[src/rtl/mux_scan_sampler_pkg.sv]
// Shared types and constants for the mux scan sampler: FSM state encoding,
// default frame geometry and the select-bus width.
package mux_scan_sampler_pkg;

    typedef enum logic [1:0] {
        IDLE   = 2'd0,
        SETTLE = 2'd1,
        SAMPLE = 2'd2
    } state_t;

    localparam int NUM_CH_DEF = 6;
    localparam int DWELL_DEF  = 4;
    localparam int SEL_W      = 3;

endpackage

[src/rtl/dwell_timer.sv]
// Settle-period counter: counts 0..DWELL-1 while enabled and holds at the
// terminal count until cleared, so it never wraps on its own.
module dwell_timer
    import mux_scan_sampler_pkg::*;
#(
    parameter int DWELL = DWELL_DEF
) (
    input  logic clock,
    input  logic resetn,
    input  logic clr,
    input  logic en,
    output logic done
);

    localparam int CNT_W = (DWELL > 1) ? $clog2(DWELL) : 1;
    localparam logic [CNT_W-1:0] LAST = CNT_W'(DWELL - 1);

    logic [CNT_W-1:0] count;

    // NOTE: sequential state is always updated with non-blocking assignments
    // so every flop samples the pre-edge value of every other flop.
    always_ff @(posedge clock or negedge resetn) begin
        if (!resetn) begin
            count <= '0;
        end else if (clr) begin
            count <= '0;
        end else if (en && !done) begin
            count <= count + CNT_W'(1);
        end
    end

    assign done = (count == LAST);

endmodule

[src/rtl/mux_scan_sampler.sv]
// Steps the channel-mux select through every channel, waits out the settle
// period, samples the mux output and publishes each complete frame.
module mux_scan_sampler
    import mux_scan_sampler_pkg::*;
#(
    parameter int NUM_CH = NUM_CH_DEF,
    parameter int DWELL  = DWELL_DEF
) (
    input  logic              clock,
    input  logic              resetn,
    input  logic              start,
    input  logic              cont,
    input  logic              mux_in,
    output logic [SEL_W-1:0]  sel,
    output logic [NUM_CH-1:0] sample,
    output logic              valid,
    output logic              busy
);

    localparam logic [SEL_W-1:0] LAST_CH = SEL_W'(NUM_CH - 1);

    state_t            state;
    state_t            state_nxt;
    logic [SEL_W-1:0]  ch;
    logic [NUM_CH-1:0] shadow;
    logic [NUM_CH-1:0] frame_word;
    logic              dwell_done;
    logic              last_ch;

    assign last_ch = (ch == LAST_CH);

    dwell_timer #(
        .DWELL (DWELL)
    ) u_dwell_timer (
        .clock  (clock),
        .resetn (resetn),
        .clr    (state != SETTLE),
        .en     (state == SETTLE),
        .done   (dwell_done)
    );

    // NOTE: every always_comb output gets a default before the case so no
    // path leaves it unassigned and no latch is inferred.
    always_comb begin
        state_nxt = state;
        unique case (state)
            IDLE:    if (start) state_nxt = SETTLE;
            SETTLE:  if (dwell_done) state_nxt = SAMPLE;
            SAMPLE:  state_nxt = (last_ch && !cont) ? IDLE : SETTLE;
            default: state_nxt = IDLE;
        endcase
    end

    // The final channel's bit comes straight from mux_in so the published
    // word is complete on the same edge that captures it.
    always_comb begin
        frame_word = shadow;
        for (int i = 0; i < NUM_CH; i++) begin
            if (ch == SEL_W'(i)) frame_word[i] = mux_in;
        end
    end

    always_ff @(posedge clock or negedge resetn) begin
        if (!resetn) begin
            state <= IDLE;
        end else begin
            state <= state_nxt;
        end
    end

    // NOTE: shadow is a handful of flops, not a RAM, so it is reset along
    // with the rest; a reset mid-frame leaves no stale channel bits behind.
    always_ff @(posedge clock or negedge resetn) begin
        if (!resetn) begin
            ch     <= '0;
            shadow <= '0;
            sample <= '0;
            valid  <= 1'b0;
        end else begin
            valid <= 1'b0;
            unique case (state)
                IDLE: begin
                    if (start) ch <= '0;
                end
                SAMPLE: begin
                    shadow <= frame_word;
                    if (last_ch) begin
                        sample <= frame_word;
                        valid  <= 1'b1;
                        ch     <= '0;
                    end else begin
                        ch <= ch + SEL_W'(1);
                    end
                end
                default: ;
            endcase
        end
    end

    assign sel  = (state == IDLE) ? '0 : ch;
    assign busy = (state != IDLE);

endmodule
[config.mk]
export PLATFORM = sky130hd
export DESIGN_NAME = mux_scan_sampler
export DESIGN_NICKNAME = d
export VERILOG_FILES = /design/src/rtl/mux_scan_sampler_pkg.sv /design/src/rtl/dwell_timer.sv /design/src/rtl/mux_scan_sampler.sv
export SDC_FILE = /design/constraint.sdc
export NUM_CORES = 1
export LEC_CHECK = 0
export ABC_CLOCK_PERIOD_IN_PS = 3330
export BUFFER_PORTS_ARGS = -buffer_cell sky130_fd_sc_hd__buf_2
export CAP_MARGIN = 20
export CORE_MARGIN = 2
export CORE_UTILIZATION = 35
export DETAILED_ROUTE_END_ITERATION = 16
export SYNTH_ARGS = -nofsm -noshare
export SYNTH_HDL_FRONTEND = slang
export SYNTH_HIERARCHICAL = 1
export SYNTH_SLANG_ARGS = --single-unit
[constraint.sdc]
create_clock -name clock -period 3.33 [get_ports clock]
set_input_delay 0.4995 -clock clock [delete_from_list [all_inputs] [get_ports clock]]
set_output_delay 0.4995 -clock clock [all_outputs]
set_load 0.01 [all_outputs]
## After elaboration in Yosys (flattened, before gate mapping)

Cells that the tools add are included.

| operators by class | value |
|---|---|
| add/sub/neg operators | 2 |
| equality and inequality tests | 11 |
| muxes and demuxes | 18 |
| reductions and logical operators | 12 |

Operators by type and width:

| cell | count |
|---|---|
| two-way mux 1 bit | 9 |
| two-way mux 3 bit | 3 |
| two-way mux 2 bit | 4 |
| == test 3 x 2 -> 1 bit (second input constant) | 2 |
| == test 3 bit (second input constant) | 2 |
| case mux 2 bit (3 select lines) | 1 |
| case mux 3 bit (2 select lines) | 1 |
| AND reduction 2 bit | 3 |
| nonzero test 2 bit | 3 |
| == test 2 bit (second input constant) | 2 |
| != test 2 bit (second input constant) | 2 |
| adder 3 x 1 -> 3 bit (second input constant) | 1 |
| == test 3 x 1 -> 1 bit (second input constant) | 1 |
| zero test 3 bit | 1 |
| adder 2 x 1 -> 2 bit (second input constant) | 1 |
| == test 2 x 1 -> 1 bit (second input constant) | 1 |
| logical AND 1 bit | 2 |
| zero test 1 bit | 2 |
| zero test 2 bit | 1 |
| != test 2 x 1 -> 1 bit (second input constant) | 1 |

| word-level totals | value |
|---|---|
| register bits | 20 |
| input bits | 5 |

## Logic depth before layout (Yosys ltp)

Gate-level depths: netlist of the first run.

| depth | value |
|---|---|
| depth after elaboration | 5 |
| mapped depth | 6 |
| mapped depth without buffers | 5 |

## By module

Netlist of the first run, hierarchy kept.

Modules (own cells, without submodules):

| module | instances | cells an instance | area each (um2) |
|---|---|---|---|
| mux_scan_sampler | 1 | 66 | 853.3 |
| dwell_timer | 1 | 10 | 123.9 |

## Worst setup path before layout of the first run

Ideal clock, no wire load.

| path | value |
|---|---|
| kind | register -> register |
| start point | reg ch[0] |
| end point | reg sample[3] |
| setup time | 0.125 ns |
| arrival | 1.415 ns |
| data required time | 3.205 ns |
| path slack | 1.790 ns |
| stages on the path, launching flop included | 6 |
| buffers on the path | 1 |
| period minus slack after synthesis | 1.540 ns |
| cell sequence | dfrtp_1 buf_2 and2_1 ha_1 mux2_2 mux2_4 |

| on the way | value |
|---|---|
| longest elaborated chain between the ends | 2 |

Ends and longest elaborated chain:

| what | RTL line | text |
|---|---|---|
| from (decl) | mux_scan_sampler.sv:24 | `logic [SEL_W-1:0] ch;` |
| from (signal assigned) | mux_scan_sampler.sv:92 | `ch <= ch + SEL_W'(1);` |
| == test 3 x 2 -> 1 bit or == test 3 bit (tied branches) | mux_scan_sampler.sv:59, mux_scan_sampler.sv:30 |  |
| two-way mux 1 bit or AND reduction 2 bit (tied branches) | -- |  |
| to (signal assigned) | mux_scan_sampler.sv:88 | `sample <= frame_word;` |
| to (decl) | mux_scan_sampler.sv:15 | `output logic [NUM_CH-1:0] sample,` |

Parallel ways exist; a longest one is shown, timed or not.
A chain may end at the register's enable or synchronous reset.

## Final worst setup path of the first run

| path | value |
|---|---|
| start point | reg ch[0] |
| end point | out sel[0] |

| on the way | value |
|---|---|
| longest elaborated chain between the ends | 1 |

Ends and longest elaborated chain:

| what | RTL line | text |
|---|---|---|
| two-way mux 3 bit | mux_scan_sampler.sv:100 | `assign sel = (state == IDLE) ? '0 : ch;` |
| to (decl) | mux_scan_sampler.sv:14 | `output logic [SEL_W-1:0] sel,` |

No other way between the ends.

==> results of run 1 <==
==> power by group <==
| part | total [mW] | switching, mW | internal, mW | leakage [nW] |
|---|---|---|---|---|
| Clock | 0.115 | 0.0707 | 0.0447 | 0.0177 |
| Sequential | 0.328 | 0.0543 | 0.274 | 0.257 |
| Combinational | 0.190 | 0.0830 | 0.107 | 0.331 |
| Total | 0.633 | 0.208 | 0.425 | 0.605 |
==> cell usage after synthesis (2+ instances only) <==
| library cell | count | share of area |
|---|---|---|
| buf_2 | 2 | 0.010 |
| inv_1 | 4 | 0.015 |
| ha_1 | 2 | 0.026 |
| nor2b_1 | 5 | 0.032 |
| dfrtp_1 | 19 | 0.49 |
| mux2_4 | 7 | 0.11 |
| nor4b_2 | 2 | 0.031 |
| nand2_1 | 3 | 0.012 |
| nand2b_1 | 2 | 0.013 |
| nor4_2 | 2 | 0.026 |
| nor2_1 | 7 | 0.027 |
| mux2_2 | 2 | 0.023 |
| o21ai_0 | 3 | 0.015 |
| mux2_1 | 4 | 0.046 |
==> metal layers <==
metal | vias to the layer above | track usage | share of wire
met5 | - | 0 | 0
met4 | 0 | 0.00997 | 0
met3 | 0 | 0.0461 | 0.059
met2 | 14 | 0.178 | 0.47
met1 | 288 | 0.141 | 0.47
li1 | 293 | - | -
==> kinds of logic (layout without fill, tap and decap cells) <==
family | after synthesis | after routing
multiplexers | 14 | 14
buffers and inverters | 8 | 24
AND/OR/NAND/NOR | 27 | 27
adder cells (fa/ha/maj) | 2 | 2
flip-flops | 19 | 19
AO/OA/AOI/OAI | 6 | 6
==> per-stage QoR <==
step | setup slack, ps | instances
floorplan | 1790 | 76
global placement | 1690 | 119
detailed placement | 1690 | 119
CTS | 1610 | 123
global route | 1520 | 123
finish | 1630 | 123
==> area by class of cell <==
cell class,instances,area [um^2],area share
multi-input cells,49,462,0.421
repair buffers,15,75.1,0.0684
clock buffers,3,22.5,0.0205
well taps,31,38.8,0.0353
clock inverters,1,5.00,0.00456
flip-flops and latches,19,475,0.433
inverters,5,18.8,0.0171
==> worst paths after layout <==
check / from / to / cells past startpoint
max: ch[0] / sel[0] / 2
min: resetn / sample[2] / 1
max reg2reg: ch[0] / sample[3] / 4
min reg2reg: shadow[3] / shadow[3] / 1
max in group asynchronous: resetn / state[1] / 1
min in group clock: shadow[3] / shadow[3] / 1
==> flip-flops by register name, indices dropped and copies added, names as in the netlist <==
register and cells:
ch 3, sample 6, shadow 5, state 2, u_dwell_timer/count 2, valid 1
==> impl_metrics.env, run 1 <==
export IMPL_synth_simple_area_share=0.222
export IMPL_syn_area_um2=977
export IMPL_synth_fa_ha_area_frac=0.0256
export IMPL_maxSlewViolCount=0
export IMPL_post_route_period_util=0.511
export IMPL_powerDensity_mw_per_mm2=577
export IMPL_hold_class="in -> async"
export IMPL_via_per_inst=4.84
export IMPL_final_util=0.405
export IMPL_cp_top_family="flip-flops"
export IMPL_cts_hold_buffers_added=0
export IMPL_cts_tree="done"
export IMPL_grtUsageTotal=0.109
export IMPL_nets=100
export IMPL_synth_top_family_by_area="simple AND/OR/NAND/NOR gates"
export IMPL_synth_seq_cells=19
export IMPL_crit_path_max_fanout=11
export IMPL_rsz0062_at_grt="false"
export IMPL_layout_common_cells="dfrtp_1 (19), buf_2 (15), nor2_1 (7), mux2_4 (7), nor2b_1 (5)"
export IMPL_dp_hpwl_mm=1.17
export IMPL_drt_initial_drc_count=11
export IMPL_holdWs_ps=123
export IMPL_required_ps=2830
export IMPL_final_common_cell="dfrtp_1"
export IMPL_syn_inst=76
export IMPL_path_class="reg -> out"
export IMPL_clkTransAtPathRegs_ps=110
export IMPL_rows=19
export IMPL_critPathSlowestCell="dfrtp_1"
export IMPL_htree_levels=1
export IMPL_cp_end_kind="primary output"
export IMPL_numClockSinks=19
export IMPL_post_cts_resized=0
export IMPL_min_period_ps=1700
export IMPL_drtAntennaViolNets=0
export IMPL_area_growth_pct=12.3
export IMPL_antenna_found_initial=0
export IMPL_grt_ovfl_total=0
export IMPL_setup_tns_final_ps=0
export IMPL_finalHoldViolCount=0
export IMPL_place_area_mm2=0.00107
export IMPL_cts_path_max_buffers=2
export IMPL_critPathArrivalTime_ps=1200
export IMPL_drt_pass1_iterations=2
export IMPL_fmax_mhz=588
export IMPL_fin_skew_ps=9.02
export IMPL_synth_edff_count=0
export IMPL_async_flop_share=1.00
export IMPL_synth_seq_area_share=0.487
export IMPL_die_area_mm2=0.00323
export IMPL_ir_drop_mv=0.322
export IMPL_critPathMaxStageDelay_ps=600
export IMPL_tightest_slew_ps=539
export IMPL_muxShareOfSynthArea=0.187
export IMPL_drc=0
export IMPL_grt_pass1_wl_mm=2.79
export IMPL_syn_nets=83
export IMPL_routabilityCongestion=0.732
export IMPL_status="completed"
export IMPL_syn_avg_cell_area_um2=12.9
export IMPL_avgRoutedWirePerCell_um=12.6
export IMPL_final_cell_area_mm2=0.00110
export IMPL_setup_viol=0
export IMPL_initial_utilization=0.361
export IMPL_filler_cell_count=279
export IMPL_r2r_slack_ps=1680
export IMPL_crit_buf_inv=1
export IMPL_cts_root_buf="clkbuf_4"
export IMPL_diodes=0
export IMPL_start_kind="register"
export IMPL_synth_xor_area_frac=0
export IMPL_coreArea_mm2=0.00271
export IMPL_drive_above_1_share=0.391
export IMPL_port_buffers=15
export IMPL_yosys_warnings=6
export IMPL_p_leak_nw=0.605
export IMPL_grt_max_degree=20
export IMPL_wl_mm=1.54
export IMPL_ioPinCount=16
export IMPL_synthFlopType="dfrtp_1"
export IMPL_cts_buffers=3
export IMPL_die_h_um=56.8
export IMPL_postCtsSetupBuffers=0
export IMPL_total_power_uw=633
export IMPL_vias=595
export IMPL_clk_latency_ps=300
export IMPL_slew_headroom=0.641
export IMPL_grt_pass1_vias=634
export IMPL_die_w_um=56.8
export IMPL_maxCapViolCount=0
export IMPL_synth_distinct_cells=26
export IMPL_crit_path_cell_trace="nor2b_1 > buf_2"
export IMPL_synth_compound_area_frac=0.0384
(Power assumes the default switching activity.)
==> inputs of run 2 (changes only) <==
--- a/config.mk
+++ b/config.mk
@@ -5,7 +5,7 @@
 export SDC_FILE = /design/constraint.sdc
 export NUM_CORES = 1
 export LEC_CHECK = 0
-export ABC_CLOCK_PERIOD_IN_PS = 3330
+export ABC_CLOCK_PERIOD_IN_PS = 1500
 export BUFFER_PORTS_ARGS = -buffer_cell sky130_fd_sc_hd__buf_2
 export CAP_MARGIN = 20
 export CORE_MARGIN = 2
==> constraint.sdc (replaced) <==
create_clock -name clock -period 1.5 [get_ports clock]
set_input_delay 0.225 -clock clock [delete_from_list [all_inputs] [get_ports clock]]
set_output_delay 0.225 -clock clock [all_outputs]
set_load 0.01 [all_outputs]
==> run 2 against run 1 <==
Compared with the run above: non-clock buffer count rose by 7; largest cell class is now multi-input combinational cells; register-to-register slack got worse by 1600 ps; clock-buffer cell count unchanged; setup slack lost 1500 ps; cell count grew 5.7%; highest routed layer is now met4; clock skew decreased by 2.3 ps; utilization is 2.7 points higher; critical path depth is 2 higher.
==> impl_metrics.env, run 2 (same netlist as run 1, synthesis figures left out) <==
export IMPL_status="completed"
export IMPL_filler_cell_count=265
export IMPL_drt_pass1_iterations=5
export IMPL_hold_class="in -> reg"
export IMPL_grt_pass1_vias=665
export IMPL_avgRoutedWirePerCell_um=12.5
export IMPL_htree_levels=1
export IMPL_path_class="reg -> reg"
export IMPL_antenna_found_initial=0
export IMPL_largest_reg_flops=6
export IMPL_slew_headroom=0.711
export IMPL_post_route_period_util=0.936
export IMPL_area_growth_pct=19.7
export IMPL_clk_latency_ps=300
export IMPL_ioPinCount=16
export IMPL_grt_ovfl_total=0
export IMPL_via_per_inst=4.88
export IMPL_setup_tns_final_ps=0
export IMPL_final_cell_area_mm2=0.00117
export IMPL_die_h_um=56.8
export IMPL_drt_initial_drc_count=9
export IMPL_tightest_slew_ps=434
export IMPL_fmax_mhz=712
export IMPL_place_area_mm2=0.00111
export IMPL_cts_root_buf="clkbuf_4"
export IMPL_maxSlewViolCount=0
export IMPL_die_area_mm2=0.00323
export IMPL_required_ps=1700
export IMPL_port_buffers=15
export IMPL_cts_path_max_buffers=2
export IMPL_drtAntennaViolNets=0
export IMPL_drive_above_1_share=0.444
export IMPL_cts_tree="done"
export IMPL_final_util=0.432
export IMPL_die_w_um=56.8
export IMPL_min_period_ps=1400
export IMPL_grtUsageTotal=0.118
export IMPL_setup_viol=0
export IMPL_critPathArrivalTime_ps=1600
export IMPL_final_common_cell="dfrtp_1"
export IMPL_coreArea_mm2=0.00271
export IMPL_diodes=0
export IMPL_holdWs_ps=223
export IMPL_maxCapViolCount=0
export IMPL_cts_buffers=3
export IMPL_rsz0062_at_grt="false"
export IMPL_cp_end_kind="register"
export IMPL_seq_area_um2=477
export IMPL_initial_utilization=0.361
export IMPL_multi_input_area_um2=478
export IMPL_finalHoldViolCount=0
export IMPL_nets=107
export IMPL_reg_largest_list="sample x6, shadow x5, ch x3"
export IMPL_crit_path_max_fanout=8
export IMPL_rows=19
export IMPL_ir_drop_mv=0.815
export IMPL_routabilityCongestion=0.716
export IMPL_grt_pass1_wl_mm=2.97
export IMPL_clkTransAtPathRegs_ps=110
export IMPL_grt_max_degree=20
export IMPL_dp_hpwl_mm=1.16
export IMPL_p_leak_nw=0.639
export IMPL_wl_mm=1.63
export IMPL_layout_common_cells="dfrtp_1 (18), buf_2 (15), mux2_4 (7), nor2_1 (6), buf_4 (6)"
export IMPL_start_kind="register"
export IMPL_numClockSinks=19
export IMPL_top_register="sample"
export IMPL_drc=0
export IMPL_vias=634
export IMPL_fin_skew_ps=6.68
export IMPL_powerDensity_mw_per_mm2=1290
## run 2: cell count changes in the layout (fill, tap and decap cells not counted), sizes merged
cell	delta
buf	+6
dlygate4sd3	+1
## run 2: metrics by stage
step,cells,power [mW],setup slack [ps]
CTS,130,1.51,55.1
global placement,125,1.21,120
global route,130,1.62,2.91
finish,130,1.51,96.1
detailed placement,125,1.23,77.1
floorplan,76,1.08,17.6
## run 2: cell type report
cell class / count / share of cell area
repair buffers: 22 / 0.111
clock inverters: 1 / 0.00428
flip-flops and latches: 19 / 0.407
inverters: 5 / 0.0160
clock buffers: 3 / 0.0193
well taps: 31 / 0.0332
multi-input cells: 49 / 0.409
## run 2: critical path: stages (launching register included)
cell	delay, ps
dfrtp_1	380
nand2b_1	150
buf_4	190
nor4b_2	230
mux2_1	350
## run 2: metal layers
metal | track usage | vias to the layer above | part of all wire
met5 | 0 | - | 0
met3 | 0.0507 | 2 | 0.077
li1 | - | 305 | -
met4 | 0.0299 | 0 | 0.0067
met2 | 0.186 | 21 | 0.46
met1 | 0.150 | 306 | 0.46
## run 2: worst paths after layout
| kind | from | to | slack (ps) | cells past startpoint |
|---|---|---|---|---|
| max | state[0] | shadow[1] | 100 | 4 |
| min | cont | state[0] | 220 | 3 |
| max reg2reg | state[0] | shadow[1] | 100 | 4 |
| min reg2reg | shadow[2] | shadow[2] | 500 | 1 |
| max in group asynchronous | resetn | state[1] | 780 | 2 |
| min in group asynchronous | resetn | sample[2] | 390 | 2 |
## run 2: repair_timing
item,4_1_cts,5_1_grt
cloned,0,0
hold endpoints to repair,19,0
endpoints found under the setup margin,4,7
buffers inserted,0,0
resized for setup,1,3
hold buffers,1,0
## run 2: power breakdown
part,switching (mW),internal [mW],total [mW]
Combinational,0.273,0.300,0.573
Clock,0.164,0.0994,0.263
Sequential,0.0592,0.610,0.669
Total,0.496,1.01,1.51
==> inputs of run 3 (changes only) <==
--- a/config.mk
+++ b/config.mk
@@ -8,9 +8,10 @@
 export ABC_CLOCK_PERIOD_IN_PS = 1500
 export BUFFER_PORTS_ARGS = -buffer_cell sky130_fd_sc_hd__buf_2
 export CAP_MARGIN = 20
-export CORE_MARGIN = 2
+export CORE_MARGIN = 4
 export CORE_UTILIZATION = 35
 export DETAILED_ROUTE_END_ITERATION = 16
+export PLACE_DENSITY = 0.54
 export SYNTH_ARGS = -nofsm -noshare
 export SYNTH_HDL_FRONTEND = slang
 export SYNTH_HIERARCHICAL = 1
==> run 3 against run 2 <==
Compared with the run above: die area is 15% higher; clock power is 2% lower; utilization is 1.8 points higher; largest cell class is now sequential cells; critical path type is now reg -> out; critical path depth stayed put.
==> impl_metrics.env, run 3 (same netlist as run 1, synthesis figures left out) <==
export IMPL_vias=609
export IMPL_instances_no_fill=129
export IMPL_powerDensity_mw_per_mm2=1280
export IMPL_area_growth_pct=18.1
export IMPL_via_per_inst=4.72
export IMPL_setup_viol=0
export IMPL_fin_skew_ps=3.17
export IMPL_min_period_ps=1410
export IMPL_maxCapViolCount=0
export IMPL_maxSlewViolCount=0
export IMPL_grt_ovfl_total=0
export IMPL_hold_class="in -> reg"
export IMPL_drc=0
export IMPL_numClockSinks=19
export IMPL_fmax_mhz=710
export IMPL_drt_pass1_iterations=4
export IMPL_final_common_cell="dfrtp_1"
export IMPL_post_route_period_util=0.939
export IMPL_wl_mm=1.71
export IMPL_initial_utilization=0.381
export IMPL_die_area_mm2=0.00370
export IMPL_seq_power_share=0.449
export IMPL_die_h_um=60.8
export IMPL_place_area_mm2=0.00111
export IMPL_diodes=0
export IMPL_final_cell_area_mm2=0.00115
export IMPL_layout_common_cells="dfrtp_1 (18), buf_2 (15), mux2_4 (7), nor2_1 (6), buf_4 (6)"
export IMPL_avgRoutedWirePerCell_um=13.3
export IMPL_antenna_found_initial=0
export IMPL_cts_tree="done"
export IMPL_top_register="sample"
export IMPL_start_kind="register"
export IMPL_finalHoldViolCount=0
export IMPL_cp_end_kind="primary output"
export IMPL_grt_pass1_vias=692
export IMPL_slew_headroom=0.721
export IMPL_cts_path_max_buffers=2
export IMPL_routabilityCongestion=0.742
export IMPL_drive_above_1_share=0.434
export IMPL_drt_initial_drc_count=12
export IMPL_cts_root_buf="clkbuf_4"
export IMPL_cts_buffers=3
export IMPL_dp_hpwl_mm=1.29
export IMPL_internal_power_uw=997
export IMPL_reg_largest_list="sample x6, shadow x5, ch x3"
export IMPL_grt_pass1_wl_mm=3.13
export IMPL_tightest_slew_ps=419
export IMPL_htree_levels=1
export IMPL_grtUsageTotal=0.115
export IMPL_switching_share=0.325
export IMPL_critPathArrivalTime_ps=1180
export IMPL_combPwrFrac=0.378
export IMPL_rsz0062_at_grt="false"
export IMPL_crit_path_max_fanout=5
export IMPL_nets=107
export IMPL_coreArea_mm2=0.00257
export IMPL_largest_reg_flops=6
export IMPL_clkTransAtPathRegs_ps=100
export IMPL_ioPinCount=16
export IMPL_status="completed"
export IMPL_clk_latency_ps=290
export IMPL_rows=18
export IMPL_die_w_um=60.8
export IMPL_grt_max_degree=20
export IMPL_clkPwrFrac=0.174
export IMPL_p_leak_nw=0.634
export IMPL_ir_drop_mv=0.704
export IMPL_setup_tns_final_ps=0
export IMPL_required_ps=1270
export IMPL_port_buffers=15
export IMPL_placed_cells_incl_taps=124
export IMPL_filler_cell_count=263
export IMPL_path_class="reg -> out"
export IMPL_postCtsSetupBuffers=0
export IMPL_p_switching_uw=481
export IMPL_drtAntennaViolNets=0
-- run 3: critical path, cell delays in order (launching register included) --
cell,delay (ps)
dfrtp_1,380
buf_4,150
nor2_2,160
nor2b_1,60
buf_2,140
-- run 3: routing by layer --
metal,vias up,wire (um),GRT usage
met2,7,837,0.192
met4,0,19,0.0372
li1,310,-,-
met5,-,0,0
met3,2,65,0.0383
met1,290,792,0.139
-- run 3: area by class of cell --
type | instances | area, um^2 | share of cell area
clock buffer | 4 | 26.3 | 0.0228
inverter | 5 | 18.8 | 0.0163
multi-input combinational | 49 | 464 | 0.402
sequential | 19 | 477 | 0.413
tap | 30 | 37.5 | 0.0325
timing repair buffer | 22 | 130 | 0.113
-- run 3: what timing repair did --
action,in CTS,in global routing
setup endpoints to repair,2,2
hold buffers,1,0
hold endpoints to repair,19,0
resized for setup,1,1
-- run 3: power by group through the flow --
stage	clock, mW	combinational (mW)	sequential [mW]
2_1_floorplan	0	0.409	0.673
3_3_place_gp	0	0.539	0.670
3_5_place_dp	0	0.558	0.672
4_1_cts	0.268	0.566	0.662
5_1_grt	0.294	0.632	0.679
6_report	0.257	0.558	0.663
-- run 3: path summary, 6_finish.rpt --
path / startpoint / to / slack, ps / depth (start not counted)
hold reg to reg: shadow[1] / shadow[1] / 500 / 1
min in group asynchronous: resetn / valid / 380 / 2
max in group asynchronous: resetn / state[1] / 800 / 2
hold / removal: mux_in / shadow[4] / 250 / 2
setup reg to reg: state[0] / shadow[2] / 100 / 4
setup / recovery: state[0] / sel[0] / 90 / 4
-- run 3: stage by stage --
step                power, mW  utilization  worst slack, ps  hold slack [ps]
CTS                      1.50        0.449             72.3              250
finish                   1.48        0.449             91.4              250
floorplan                1.08            -             17.6            -70.6
detailed placement       1.23        0.434             98.5              194
global placement         1.21        0.434              141              189
global route             1.60        0.449             1.90              251
